### src/rtl/river_crossing_ctrl_pkg.sv
// Shared types and encodings for the river-crossing game controller.
// Optional move limit is enabled by defining RCC_MOVE_LIMIT_EN.
package river_pkg;

    typedef enum logic [1:0] {
        ST_PLAY  = 2'd0,
        ST_CHECK = 2'd1,
        ST_WIN   = 2'd2,
        ST_LOSE  = 2'd3
    } state_e;

    localparam logic [1:0] MV_ALONE   = 2'b00;
    localparam logic [1:0] MV_CABBAGE = 2'b01;
    localparam logic [1:0] MV_GOAT    = 2'b10;
    localparam logic [1:0] MV_WOLF    = 2'b11;

    localparam logic BANK_START = 1'b0;
    localparam logic BANK_FAR   = 1'b1;

    typedef struct packed {
        logic farmer;
        logic cabbage;
        logic goat;
        logic wolf;
    } pos_t;

endpackage

### src/rtl/river_crossing_ctrl_if.sv
// Game-side bus of river_crossing_ctrl: move handshake, positions, alarm return, result.
interface river_crossing_ctrl_if #(
    parameter int MOVE_W = 5
);
    // Handshake: master raises move_req for one cycle with move_sel valid; the
    // controller is always ready to sample it and answers one cycle later with
    // exactly one of move_ack (accepted) or move_rej (refused), unless restart
    // is high in the same cycle, in which case the request is dropped silently.
    logic              restart;
    logic              move_req;
    logic [1:0]        move_sel;
    logic              alarm_in;
    logic              farmer;
    logic              cabbage;
    logic              goat;
    logic              wolf;
    logic              move_ack;
    logic              move_rej;
    logic [MOVE_W-1:0] move_count;
    logic              win;
    logic              lose;
    logic [1:0]        dbg_state;

    modport master (
        output restart, move_req, move_sel, alarm_in,
        input  farmer, cabbage, goat, wolf, move_ack, move_rej,
        input  move_count, win, lose, dbg_state
    );

    modport slave (
        input  restart, move_req, move_sel, alarm_in,
        output farmer, cabbage, goat, wolf, move_ack, move_rej,
        output move_count, win, lose, dbg_state
    );
endinterface

### src/rtl/river_crossing_ctrl_move_decode.sv
// Combinational move decoder: legality of a move and the positions it produces.
module river_move_decode
    import river_pkg::*;
(
    input  pos_t       i_pos,
    input  logic [1:0] i_sel,
    output logic       o_legal,
    output pos_t       o_next
);

    always_comb begin
        o_legal       = 1'b1;
        o_next        = i_pos;
        o_next.farmer = ~i_pos.farmer;
        // A passenger must be on the farmer's bank to board the boat.
        case (i_sel)
            MV_CABBAGE: begin
                o_legal        = (i_pos.cabbage == i_pos.farmer);
                o_next.cabbage = ~i_pos.cabbage;
            end
            MV_GOAT: begin
                o_legal     = (i_pos.goat == i_pos.farmer);
                o_next.goat = ~i_pos.goat;
            end
            MV_WOLF: begin
                o_legal     = (i_pos.wolf == i_pos.farmer);
                o_next.wolf = ~i_pos.wolf;
            end
            default: ;
        endcase
    end

endmodule

### src/rtl/river_crossing_ctrl.sv
// River-crossing game controller: FSM, position registers, move counter, ack/rej pulses.
// Defining RCC_MOVE_LIMIT_EN makes reaching MOVE_LIMIT accepted moves a loss.
module river_crossing_ctrl
    import river_pkg::*;
#(
    parameter int MOVE_W     = 5,
    parameter int MOVE_LIMIT = 15
) (
    input  logic                 clk,
    input  logic                 rst_n,
    river_crossing_ctrl_if.slave bus
);

    localparam logic [1:0] S_PLAY  = ST_PLAY;
    localparam logic [1:0] S_CHECK = ST_CHECK;
    localparam logic [1:0] S_WIN   = ST_WIN;
    localparam logic [1:0] S_LOSE  = ST_LOSE;

`ifdef RCC_MOVE_LIMIT_EN
    localparam bit LIMIT_EN = 1'b1;
`else
    localparam bit LIMIT_EN = 1'b0;
`endif

    logic [1:0]        r_state;
    pos_t              r_pos;
    logic [MOVE_W-1:0] r_count;
    logic              r_ack;
    logic              r_rej;

    logic              w_legal;
    pos_t              w_next;
    logic              w_all_far;
    logic              w_limit_hit;

    river_move_decode u_decode (
        .i_pos   (r_pos),
        .i_sel   (bus.move_sel),
        .o_legal (w_legal),
        .o_next  (w_next)
    );

    assign w_all_far   = (r_pos == {4{BANK_FAR}});
    assign w_limit_hit = (r_count >= MOVE_W'(MOVE_LIMIT));

    always_ff @(posedge clk or negedge rst_n) begin
        if (!rst_n) begin
            r_state <= S_PLAY;
            r_pos   <= '0;
            r_count <= '0;
            r_ack   <= 1'b0;
            r_rej   <= 1'b0;
        end else if (bus.restart) begin
            r_state <= S_PLAY;
            r_pos   <= '0;
            r_count <= '0;
            r_ack   <= 1'b0;
            r_rej   <= 1'b0;
        end else begin
            r_ack <= 1'b0;
            r_rej <= 1'b0;
            case (r_state)
                S_PLAY: begin
                    if (bus.move_req) begin
                        if (w_legal) begin
                            r_pos   <= w_next;
                            r_count <= (r_count == '1) ? r_count : r_count + 1'b1;
                            r_ack   <= 1'b1;
                            r_state <= S_CHECK;
                        end else begin
                            r_rej <= 1'b1;
                        end
                    end
                end
                S_CHECK: begin
                    r_rej <= bus.move_req;
                    // alarm_in reflects the positions registered on the previous edge.
                    if (bus.alarm_in)                     r_state <= S_LOSE;
                    else if (w_all_far)                   r_state <= S_WIN;
                    else if (LIMIT_EN && w_limit_hit)     r_state <= S_LOSE;
                    else                                  r_state <= S_PLAY;
                end
                default: r_rej <= bus.move_req;
            endcase
        end
    end

    assign bus.farmer     = r_pos.farmer;
    assign bus.cabbage    = r_pos.cabbage;
    assign bus.goat       = r_pos.goat;
    assign bus.wolf       = r_pos.wolf;
    assign bus.move_ack   = r_ack;
    assign bus.move_rej   = r_rej;
    assign bus.move_count = r_count;
    assign bus.win        = (r_state == S_WIN);
    assign bus.lose       = (r_state == S_LOSE);
    assign bus.dbg_state  = r_state;

endmodule

### src/flat_wrapper.sv
// flat-port wrapper written by rule: the top's interface ports become plain ports
module river_crossing_ctrl_flat import river_pkg::*;
#(
    parameter int MOVE_W     = 5,
    parameter int MOVE_LIMIT = 15
)
  (clk, rst_n, bus_restart, bus_move_req, bus_move_sel, bus_alarm_in, bus_farmer, bus_cabbage, bus_goat, bus_wolf, bus_move_ack, bus_move_rej, bus_move_count, bus_win, bus_lose, bus_dbg_state);
  river_crossing_ctrl_if #(.MOVE_W(MOVE_W)) bus_i ();
  input  logic clk;
  input  logic rst_n;
  input wire logic [$bits(bus_i.restart)-1:0] bus_restart;
  input wire logic [$bits(bus_i.move_req)-1:0] bus_move_req;
  input wire logic [$bits(bus_i.move_sel)-1:0] bus_move_sel;
  input wire logic [$bits(bus_i.alarm_in)-1:0] bus_alarm_in;
  output wire logic [$bits(bus_i.farmer)-1:0] bus_farmer;
  output wire logic [$bits(bus_i.cabbage)-1:0] bus_cabbage;
  output wire logic [$bits(bus_i.goat)-1:0] bus_goat;
  output wire logic [$bits(bus_i.wolf)-1:0] bus_wolf;
  output wire logic [$bits(bus_i.move_ack)-1:0] bus_move_ack;
  output wire logic [$bits(bus_i.move_rej)-1:0] bus_move_rej;
  output wire logic [$bits(bus_i.move_count)-1:0] bus_move_count;
  output wire logic [$bits(bus_i.win)-1:0] bus_win;
  output wire logic [$bits(bus_i.lose)-1:0] bus_lose;
  output wire logic [$bits(bus_i.dbg_state)-1:0] bus_dbg_state;
  assign bus_i.restart = bus_restart;
  assign bus_i.move_req = bus_move_req;
  assign bus_i.move_sel = bus_move_sel;
  assign bus_i.alarm_in = bus_alarm_in;
  assign bus_farmer = bus_i.farmer;
  assign bus_cabbage = bus_i.cabbage;
  assign bus_goat = bus_i.goat;
  assign bus_wolf = bus_i.wolf;
  assign bus_move_ack = bus_i.move_ack;
  assign bus_move_rej = bus_i.move_rej;
  assign bus_move_count = bus_i.move_count;
  assign bus_win = bus_i.win;
  assign bus_lose = bus_i.lose;
  assign bus_dbg_state = bus_i.dbg_state;
  river_crossing_ctrl #(.MOVE_W(MOVE_W), .MOVE_LIMIT(MOVE_LIMIT)) u_core (.clk(clk), .rst_n(rst_n), .bus(bus_i));
endmodule
### config.mk
export PLATFORM = sky130hd
export DESIGN_NAME = river_crossing_ctrl_flat
export DESIGN_NICKNAME = d
export VERILOG_FILES = /design/src/rtl/river_crossing_ctrl_pkg.sv /design/src/rtl/river_crossing_ctrl_if.sv /design/src/rtl/river_crossing_ctrl_move_decode.sv /design/src/rtl/river_crossing_ctrl.sv /design/src/flat_wrapper.sv
export SDC_FILE = /design/constraint.sdc
export NUM_CORES = 1
export LEC_CHECK = 0
export CAP_MARGIN = 15
export CORE_UTILIZATION = 49
export CTS_CLUSTER_DIAMETER = 50
export CTS_CLUSTER_SIZE = 20
export DETAILED_ROUTE_END_ITERATION = 7
export GPL_ROUTABILITY_DRIVEN = 0
export PLACE_DENSITY_LB_ADDON = 0.05
export SETUP_SLACK_MARGIN = 0.3
export SYNTH_ARGS = -nofsm -noshare
export SYNTH_HDL_FRONTEND = slang
export SYNTH_SLANG_ARGS = --single-unit
### constraint.sdc
create_clock -name clk -period 3.1 [get_ports clk]
set_clock_uncertainty 0.2 [all_clocks]
set_input_delay 0.465 -clock clk [delete_from_list [all_inputs] [get_ports clk]]
set_output_delay 0.465 -clock clk [all_outputs]
set_load 0.03 [all_outputs]
## Word-level counts from Yosys, hierarchy flattened

Index checks and enable logic that the tools add are counted.

| word-level totals | value |
|---|---|
| flip-flop bits (word level) | 13 |
| input bits | 7 |
| word-level logic and storage cells | 68 |

| operators by class | value |
|---|---|
| add/sub/neg operators | 1 |
| eq/ne operators | 14 |
| muxes and demuxes | 27 |
| bitwise logic cells | 4 |
| reductions and logical operators | 14 |

Operator list:

| kind | number |
|---|---|
| 5-bit 2-to-1 mux | 5 |
| 4-bit 2-to-1 mux | 4 |
| 4-bit AND reduction | 4 |
| 2-bit nonzero test | 6 |
| 1-bit 2-to-1 mux | 11 |
| 2-bit 2-to-1 mux | 5 |
| 2-bit == test, second input constant | 4 |
| 3-bit != test, second input constant | 2 |
| 3-bit AND reduction | 2 |
| 5-bit by 1-bit adder with 5-bit output, second input constant | 1 |
| 5-bit == test, second input constant | 1 |
| 2-bit by 1-bit == test with 1-bit output, second input constant | 2 |
| 4-bit == test, second input constant | 1 |
| 1-bit inverter | 4 |
| 2-bit case mux with 2 select lines | 1 |
| 1-bit == test | 3 |
| 1-bit case mux with 3 select lines | 1 |
| 3-bit nonzero test | 1 |
| 2-bit logical NOT | 1 |
| 2-bit != test, second input constant | 1 |

## Depth between registers and ports, before layout

Gate-level depths: netlist of run 1.

| logic depth | value |
|---|---|
| depth in word-level cells | 6 |
| depth in mapped cells | 7 |

## Modules after synthesis

From an unflattened synthesis of run 1, not the netlist that was laid out.

| second synthesis, totals | value |
|---|---|
| cell total of the unflattened synthesis | 69 |
| area total of the unflattened synthesis | 733.2 µm² |

Modules (own cells, without submodules):

| module | instances | cells each | area an instance (µm²) |
|---|---|---|---|
| river_crossing_ctrl | 1 | 56 | 635.6 |
| river_move_decode | 1 | 13 | 97.6 |

## Worst setup path before layout of run 1

Ideal clock, no wire load.

| timing | value |
|---|---|
| path kind | reg2reg |
| from | register u_core.r_count[0], in the netlist u_core.bus.move_count[0] |
| to | register u_core.r_count[3], in the netlist u_core.bus.move_count[3] |
| setup time | 0.078 ns |
| arrival time | 1.896 ns |
| data required time | 2.822 ns |
| setup slack | 0.926 ns |
| stages on the path, launching flop included | 8 |
| buffers on the path | 0 |
| cells stage by stage | dfrtp_1 -> ha_1 -> and3_1 -> ha_1 -> nor2b_1 -> nand4_1 -> or4_1 -> a21oi_1 |

| between the ends | value |
|---|---|
| word-level cells in the longest chain between the ends | 6 |
| elaborated cells between the ends (all ways) | 9 |
| classes of those cells | add/sub (1); eq/ne (2); mux (5); reduce/logical (1) |

Ends and longest elaborated chain:

| item | line | source |
|---|---|---|
| start: declaration | river_crossing_ctrl.sv:27 | `logic [MOVE_W-1:0] r_count;` |
| start signal: assignment | river_crossing_ctrl.sv:67 | `r_count <= (r_count == '1) ? r_count : r_count + 1'b1;` |
| 5-bit by 1-bit adder with 5-bit output | river_crossing_ctrl.sv:67 |  |
| 5-bit 2-to-1 mux | river_crossing_ctrl.sv:67 |  |
| 5-bit 2-to-1 mux | river_crossing_ctrl.sv:65 | `if (w_legal) begin` |
| 5-bit 2-to-1 mux | river_crossing_ctrl.sv:64 | `if (bus.move_req) begin` |
| 5-bit 2-to-1 mux | river_crossing_ctrl.sv:62 | `case (r_state)` |
| 5-bit 2-to-1 mux | river_crossing_ctrl.sv:53 | `end else if (bus.restart) begin` |

Parallel ways exist; a longest one is shown, timed or not. The select of a mux whose other input is x is not followed.
A chain may end at the register's enable or synchronous reset.

## Worst setup path after layout of run 1

| timing | value |
|---|---|
| from | register u_core.r_state[0], in the netlist u_core.bus.dbg_state[0] |
| to | output port bus_lose |

| between the ends | value |
|---|---|
| word-level cells in the longest chain between the ends | 1 |

Ends and longest elaborated chain:

| item | line | source |
|---|---|---|
| start: declaration | river_crossing_ctrl.sv:25 | `logic [1:0] r_state;` |
| start signal: assignment | river_crossing_ctrl.sv:48 | `r_state <= S_PLAY;` |
| start signal: assignment | river_crossing_ctrl.sv:54 | `r_state <= S_PLAY;` |
| start signal: assignment | river_crossing_ctrl.sv:69 | `r_state <= S_CHECK;` |
| 2-bit == test | river_crossing_ctrl.sv:96 | `assign bus.lose = (r_state == S_LOSE);` |
| end: declaration | flat_wrapper.sv:23 | `output wire logic [$bits(bus_i.lose)-1:0] bus_lose;` |

No other way between the ends.

==> metrics.cfg, run 1 <==
[clock_network]
cts-htree-levels=1
numCtsBuffers=3
cts.hold.buffers_added=0
cts_sinks=13
post_cts_buffers=0
cts_tree=done
clock_latency_ns=0.28
clock_path_buffers=2
cts_resized=0
cts_root_buffer=clkbuf_4
clk_pin_slew_worst_paths_ns=0.09

[floorplanning]
dieWidth_um=42.05
die_area_um2=1768
io_pins=22
coreArea_um2=1506
fp.dieH_um=42.05
core.rowCount=14
start_util_pct=52.16

[setup_path]
crit_fanout=8
reg2reg_from=u_core.bus.move_count[0]
path_cells=and2_1 -> clkdlybuf4s50_1
critPathCaptureType=primary output
critical-path-max-stage-delay_ns=0.66
arrival_ns=1.61
r2r_end=u_core.bus.move_count[3]
r2r_cells=7
r2r_setup_slack_ns=0.96
cp_slowest_cell=clkdlybuf4s50_1
required_ns=2.43
worstSetupStartpointType=flip-flop
critPathKind=flip-flop to primary output
startpoint=u_core.bus.dbg_state[0]

[final_layout]
area_growth_pct=30.25
regArea_um2=325.3
multi_input_area_um2=437.9
antennaDiodeCount=0
final_cell_area_um2=1023
fillers=129
fin_nets=105
drive_above_1_share_pct=11.58

[power]
p_leak_nw=0.4488
peakVddDrop_v=0.0002714
power_w=0.0004673
power_per_cell_area_nw_per_um2=456.6

[status]
run_status=completed

[routing]
drc=0
dr_total_vias=612
initialDrtViolationCount=7
drt_pass1_iterations=4
routed_wl_mm=1.500
antenna_left=0
routedWlPerCell_um=13.51
vias_per_cell=5.514

[synthesis]
synth_compound_area_share_pct=8.280
synth_top_family_by_area=simple AND/OR/NAND/NOR gates
synth.top_cell.area_share_pct=41.40
synth-simple-area-share_pct=29.62
syn_nets=82
synth_edf_count=0
ys_top_cells_by_area=dfrtp_1 41%, mux2i_1 5.1%, nand2b_1 4.8%, nor2_1 4.3%, mux2_1 4.3%
syn_area_um2=785.8
synth_common_cells=13 x dfrtp_1, 9 x nor2_1, 6 x nand2b_1, 4 x mux2i_1, 4 x nor2b_1
synthMuxAreaShare_pct=9.395
synth.distinct_cells=34
yosys_warnings=0
ys_seq_elements=13
synthAdderAreaFrac_pct=3.185
yosysTopAreaCell=dfrtp_1
postSynthCellCount=73
synth.most_common_cell=dfrtp_1
synth-seq-area-share_pct=41.40
synthArstFlopShare_pct=100.0
ys.flop_type=dfrtp_1
syn_area_per_cell_um2=10.76
synth_xor_area_share_pct=5.255

[job]
maxCapViolCount=0

[sta]
setup_viol_count_final=0
layout_setup_ws_ns=0.8266
slew_viol_final=0
hold_viol_final=0
slew_headroom_pct=61.05
min_period_ns=2.273
finalCritPeriodShare_pct=73.33
fmax_ghz=0.4399
rsz0062_at_grt=false
finalSetupTns_ns=0
tightest_slew_ns=0.5824

[place]
hpwl_mm=1.042
place_ws_ns=0.7938
placed_area_um2=997.2
port_buffers=21

[global_routing]
grt_pass1_wl_mm=2.449
grt_antenna_before_repair=0
overflow=0
grt_max_degree=19
grtUsageTotal_pct=18.43
first_global_vias=543

[worst_hold_path]
holdCritPathClass=primary input to asynchronous set/reset pin

registers in the layout, summed over array words and instances (netlist names):
register	count
u_core.bus.farmer	1
u_core.bus.move_rej	1
u_core.bus.move_count	5
u_core.bus.goat	1
u_core.bus.dbg_state	2
u_core.bus.wolf	1
u_core.bus.cabbage	1
u_core.bus.move_ack	1
critical path: cells and delay by family, from the launching register on:
family	cells	cell delay [ns]
AND/OR/NAND/NOR	1	0.17
buffers and inverters	1	0.66
flip-flops	1	0.50
worst max-delay path by stage:
| stage | end | slack [ns] | cells past startpoint |
|---|---|---|---|
| detailed placement | u_core.bus.move_count[0] | 0.79 | 5 |
| finish | bus_lose | 0.83 | 2 |
| floorplan | u_core.bus.move_count[3] | 0.93 | 7 |
| global route | bus_lose | 0.77 | 2 |
| global placement | u_core.bus.move_count[0] | 0.83 | 4 |
| CTS | bus_win | 0.82 | 2 |
stage by stage:
stage / hold slack (ns) / utilization, % / std cells
after global routing: 0.3981 / 67.94 / 111
final: 0.3464 / 67.94 / 111
after floorplan: -0.03059 / - / 73
after CTS: 0.3822 / 67.94 / 111
after global placement: 0.3658 / 66.20 / 107
after detailed placement: 0.3715 / 66.20 / 107
layer usage:
| metal | track usage, % | routed length, um | vias to the layer above |
|---|---|---|---|
| met5 | 0 | 0 | - |
| met4 | 9.375 | 23 | 0 |
| met3 | 3.879 | 78 | 4 |
| met2 | 27.50 | 647 | 14 |
| met1 | 25.42 | 752 | 287 |
| li1 | - | - | 307 |
kinds of logic after synthesis:
| family | Yosys count |
|---|---|
| AND/OR/NAND/NOR | 36 |
| flip-flops | 13 |
| AO/OA/AOI/OAI | 8 |
| multiplexers | 7 |
| buffers and inverters | 4 |
| XOR/XNOR | 3 |
| adder cells (fa/ha/maj) | 2 |
placed cells by master, fill, tap and decap left out, types with 2 or more instances in the layout:
cell / Yosys / final
xnor2_2: 2 / 2
mux2i_1: 4 / 4
ha_1: 2 / 2
clkdlybuf4s50_1: 0 / 21
mux2_1: 3 / 3
nor2_1: 9 / 9
a21oi_1: 2 / 2
dfrtp_1: 13 / 13
nand2b_1: 6 / 6
nand3b_1: 2 / 2
nor2b_1: 4 / 4
nor4_1: 2 / 2
clkbuf_4: 0 / 3
cell type report:
class	count	share of cell area, %
Multi-Input combinational cell	56	42.79
Sequential cell	13	31.78
Timing Repair Buffer	21	20.54
Clock buffer	4	2.567
Tap cell	16	1.956
Inverter	1	0.3667
power by group:
group	switching, W	total [W]	internal, W
Sequential	0.0000233	0.000207	0.000183
Combinational	0.0000801	0.000153	0.0000726
Clock	0.0000581	0.000108	0.0000499
Total	0.000162	0.000467	0.000306
(Power assumes the default switching activity.)
==> run 2, diff against run 1 <==
--- a/config.mk
+++ b/config.mk
@@ -6,7 +6,7 @@
 export NUM_CORES = 1
 export LEC_CHECK = 0
 export CAP_MARGIN = 15
-export CORE_UTILIZATION = 49
+export CORE_UTILIZATION = 41
 export CTS_CLUSTER_DIAMETER = 50
 export CTS_CLUSTER_SIZE = 20
 export DETAILED_ROUTE_END_ITERATION = 7
==> constraint.sdc (replaced) <==
create_clock -name clk -period 2 [get_ports clk]
set_clock_uncertainty 0.2 [all_clocks]
set_input_delay 0.3 -clock clk [delete_from_list [all_inputs] [get_ports clk]]
set_output_delay 0.3 -clock clk [all_outputs]
set_load 0.03 [all_outputs]
==> run 2 against run 1 <==
  * Register-to-register slack got worse by 0.93 ns
  * Sequential cell count unchanged
  * Clock-buffer cell count shrank 1
  * Die area up 19%
  * Setup slack got worse by 0.80 ns
==> metrics.cfg, run 2 (synthesis results as in run 1) <==
[routing]
routed_wl_mm=1.902  ; +27%
initialDrtViolationCount=8  ; +1
vias_per_cell=5.220  ; -5.3%
routedWlPerCell_um=14.41  ; +6.6%
drt_pass1_iterations=4  ; unchanged
drc=0  ; unchanged
dr_total_vias=689  ; +13%
antenna_left=0  ; unchanged

[power]
power_per_cell_area_nw_per_um2=659.9  ; +45%
p_leak_nw=0.5741  ; +28%
peakVddDrop_v=0.0004820  ; +78%

[setup_path]
path_cells=ha_4 -> and3_4 -> ha_4 -> nor2b_1 -> nand4_1 -> or4_4 -> a21oi_2
worstSetupStartpointType=flip-flop
crit_fanout=3  ; -5
cp_slowest_cell=or4_4
critPathCaptureType=flip-flop
startpoint=u_core.bus.move_count[0]
critPathKind=flip-flop to flip-flop
crit_top_cell=ha_4
critical-path-max-stage-delay_ns=0.44  ; -0.22 ns
reg2reg_from=u_core.bus.move_count[0]
required_ns=2.01  ; -0.42 ns
arrival_ns=1.99  ; +0.38 ns

[floorplanning]
die_area_um2=2095  ; +19%
fp.dieH_um=45.78  ; +8.9%
core.rowCount=15  ; +1
coreArea_um2=1764  ; +17%
start_util_pct=44.54  ; -7.6 points
io_pins=22  ; unchanged
dieWidth_um=45.78  ; +8.9%

[place]
port_buffers=21  ; unchanged
hpwl_mm=1.320  ; +27%
dp_cells=127  ; +19%
place_ws_ns=-0.1797  ; -0.9735 ns

[status]
run_status=completed

[global_routing]
grt_antenna_before_repair=0  ; unchanged
grtUsageTotal_pct=21.35  ; +2.9 points
grt_max_degree=15  ; -4
first_global_vias=665  ; +22%
overflow=0  ; unchanged
grt_pass1_wl_mm=2.980  ; +22%

[final_layout]
area_growth_pct=57.16
mostFrequentLayoutCells=10 x buf_4, 9 x dlygate4sd2_1, 8 x nor2_1, 8 x dfrtp_1, 6 x nand2b_1
finalCoreUtilization_pct=70.00  ; +2.1 points
layoutNonFillerInstCount=132  ; +19%
fin_nets=117  ; +11%
antennaDiodeCount=0  ; unchanged
final_common_cell=buf_4
drive_above_1_share_pct=44.86  ; +33 points
largest_reg_flops=5  ; unchanged

[clock_network]
cts_sinks=13  ; unchanged
cts-htree-levels=1  ; unchanged
cts_root_buffer=clkbuf_4
numCtsBuffers=3  ; unchanged
clock_path_buffers=2  ; unchanged
cts_tree=done
clk_pin_slew_worst_paths_ns=0.09  ; about the same
clock_latency_ns=0.28  ; about the same

[sta]
tightest_slew_ns=0.6064  ; +0.02398 ns
setup_viol_count_final=0  ; unchanged
min_period_ns=1.973
rsz0062_at_grt=true
layout_setup_ws_ns=0.02695  ; -0.7997 ns
hold_viol_final=0  ; unchanged
slew_viol_final=0  ; unchanged
finalSetupTns_ns=0  ; unchanged
slew_headroom_pct=59.45  ; -1.6 points
whs_ns=0.1909  ; -0.1556 ns
fmax_ghz=0.5068
finalCritPeriodShare_pct=98.65

[worst_hold_path]
holdCritPathClass=primary input to asynchronous set/reset pin

[job]
maxCapViolCount=0  ; unchanged

## run 2: cell types whose count changed in the layout (fill, tap and decap cells not counted), sizes merged
cell,before,now
clkdlybuf4s50,21,4
buf,0,13
dlygate4sd2,0,9
clkdlybuf4s15,0,3
dlymetal6s2s,0,2
clkbuf,4,5
clkinv,0,1
## run 2: path summary, 6_finish.rpt
kind | end | slack [ns] | cells after the start
hold / removal | u_core.bus.move_count[2] | 0.19 | 1
min in group clk | u_core.bus.wolf | 0.29 | 4
max in group asynchronous | u_core.bus.dbg_state[1] | 0.98 | 1
setup reg to reg | u_core.bus.move_count[3] | 0.03 | 7
hold reg to reg | u_core.bus.move_count[3] | 0.39 | 2
setup / recovery | u_core.bus.move_count[3] | 0.03 | 7
## run 2: stage by stage
stage          area, um2  total power (W)
2_1_floorplan      819.5        0.0004979
3_3_place_gp        1125        0.0006100
5_1_grt             1235        0.0008547
6_report            1235        0.0008150
3_5_place_dp        1125        0.0006166
4_1_cts             1167        0.0007798
## run 2: timing repair
action,CTS,global route
setup buffers,1,0
pin swaps,1,4
setup endpoints to repair,23,14
gates resized for setup,24,24
hold buffers,0,0
## run 2: cell type report
| class | instances | area, um2 |
|---|---|---|
| Clock buffer | 3 | 22.52 |
| Timing Repair Buffer | 33 | 289.0 |
| Multi-Input combinational cell | 56 | 551.8 |
| Sequential cell | 13 | 331.6 |
| Clock inverter | 1 | 5.005 |
| Inverter | 1 | 3.754 |
| Tap cell | 25 | 31.28 |
| Fill cell | 161 | 529.3 |
## run 2: routing by layer
layer  GRT usage [%]  part of all wire, %  vias up
met5               0                    0        -
met4           15.29                  2.6        0
met3           4.762                  4.8        5
met2           31.14                   44       21
met1           27.59                   49      332
li1                -                    -      331
## run 2: worst max-delay path, delay by kind of cell (launching register included)
| kind | cells | cell delay [ns] |
|---|---|---|
| simple gates | 4 | 0.83 |
| flops | 1 | 0.43 |
| fa+ha+maj | 2 | 0.31 |
| compound gates | 1 | 0.12 |
## run 2: power by group
part / switching [W] / internal [W] / total, W
registers: 0.0000377 / 0.000287 / 0.000325
clock network: 0.0000977 / 0.0000743 / 0.000172
logic: 0.000161 / 0.000158 / 0.000318
total: 0.000296 / 0.000519 / 0.000815
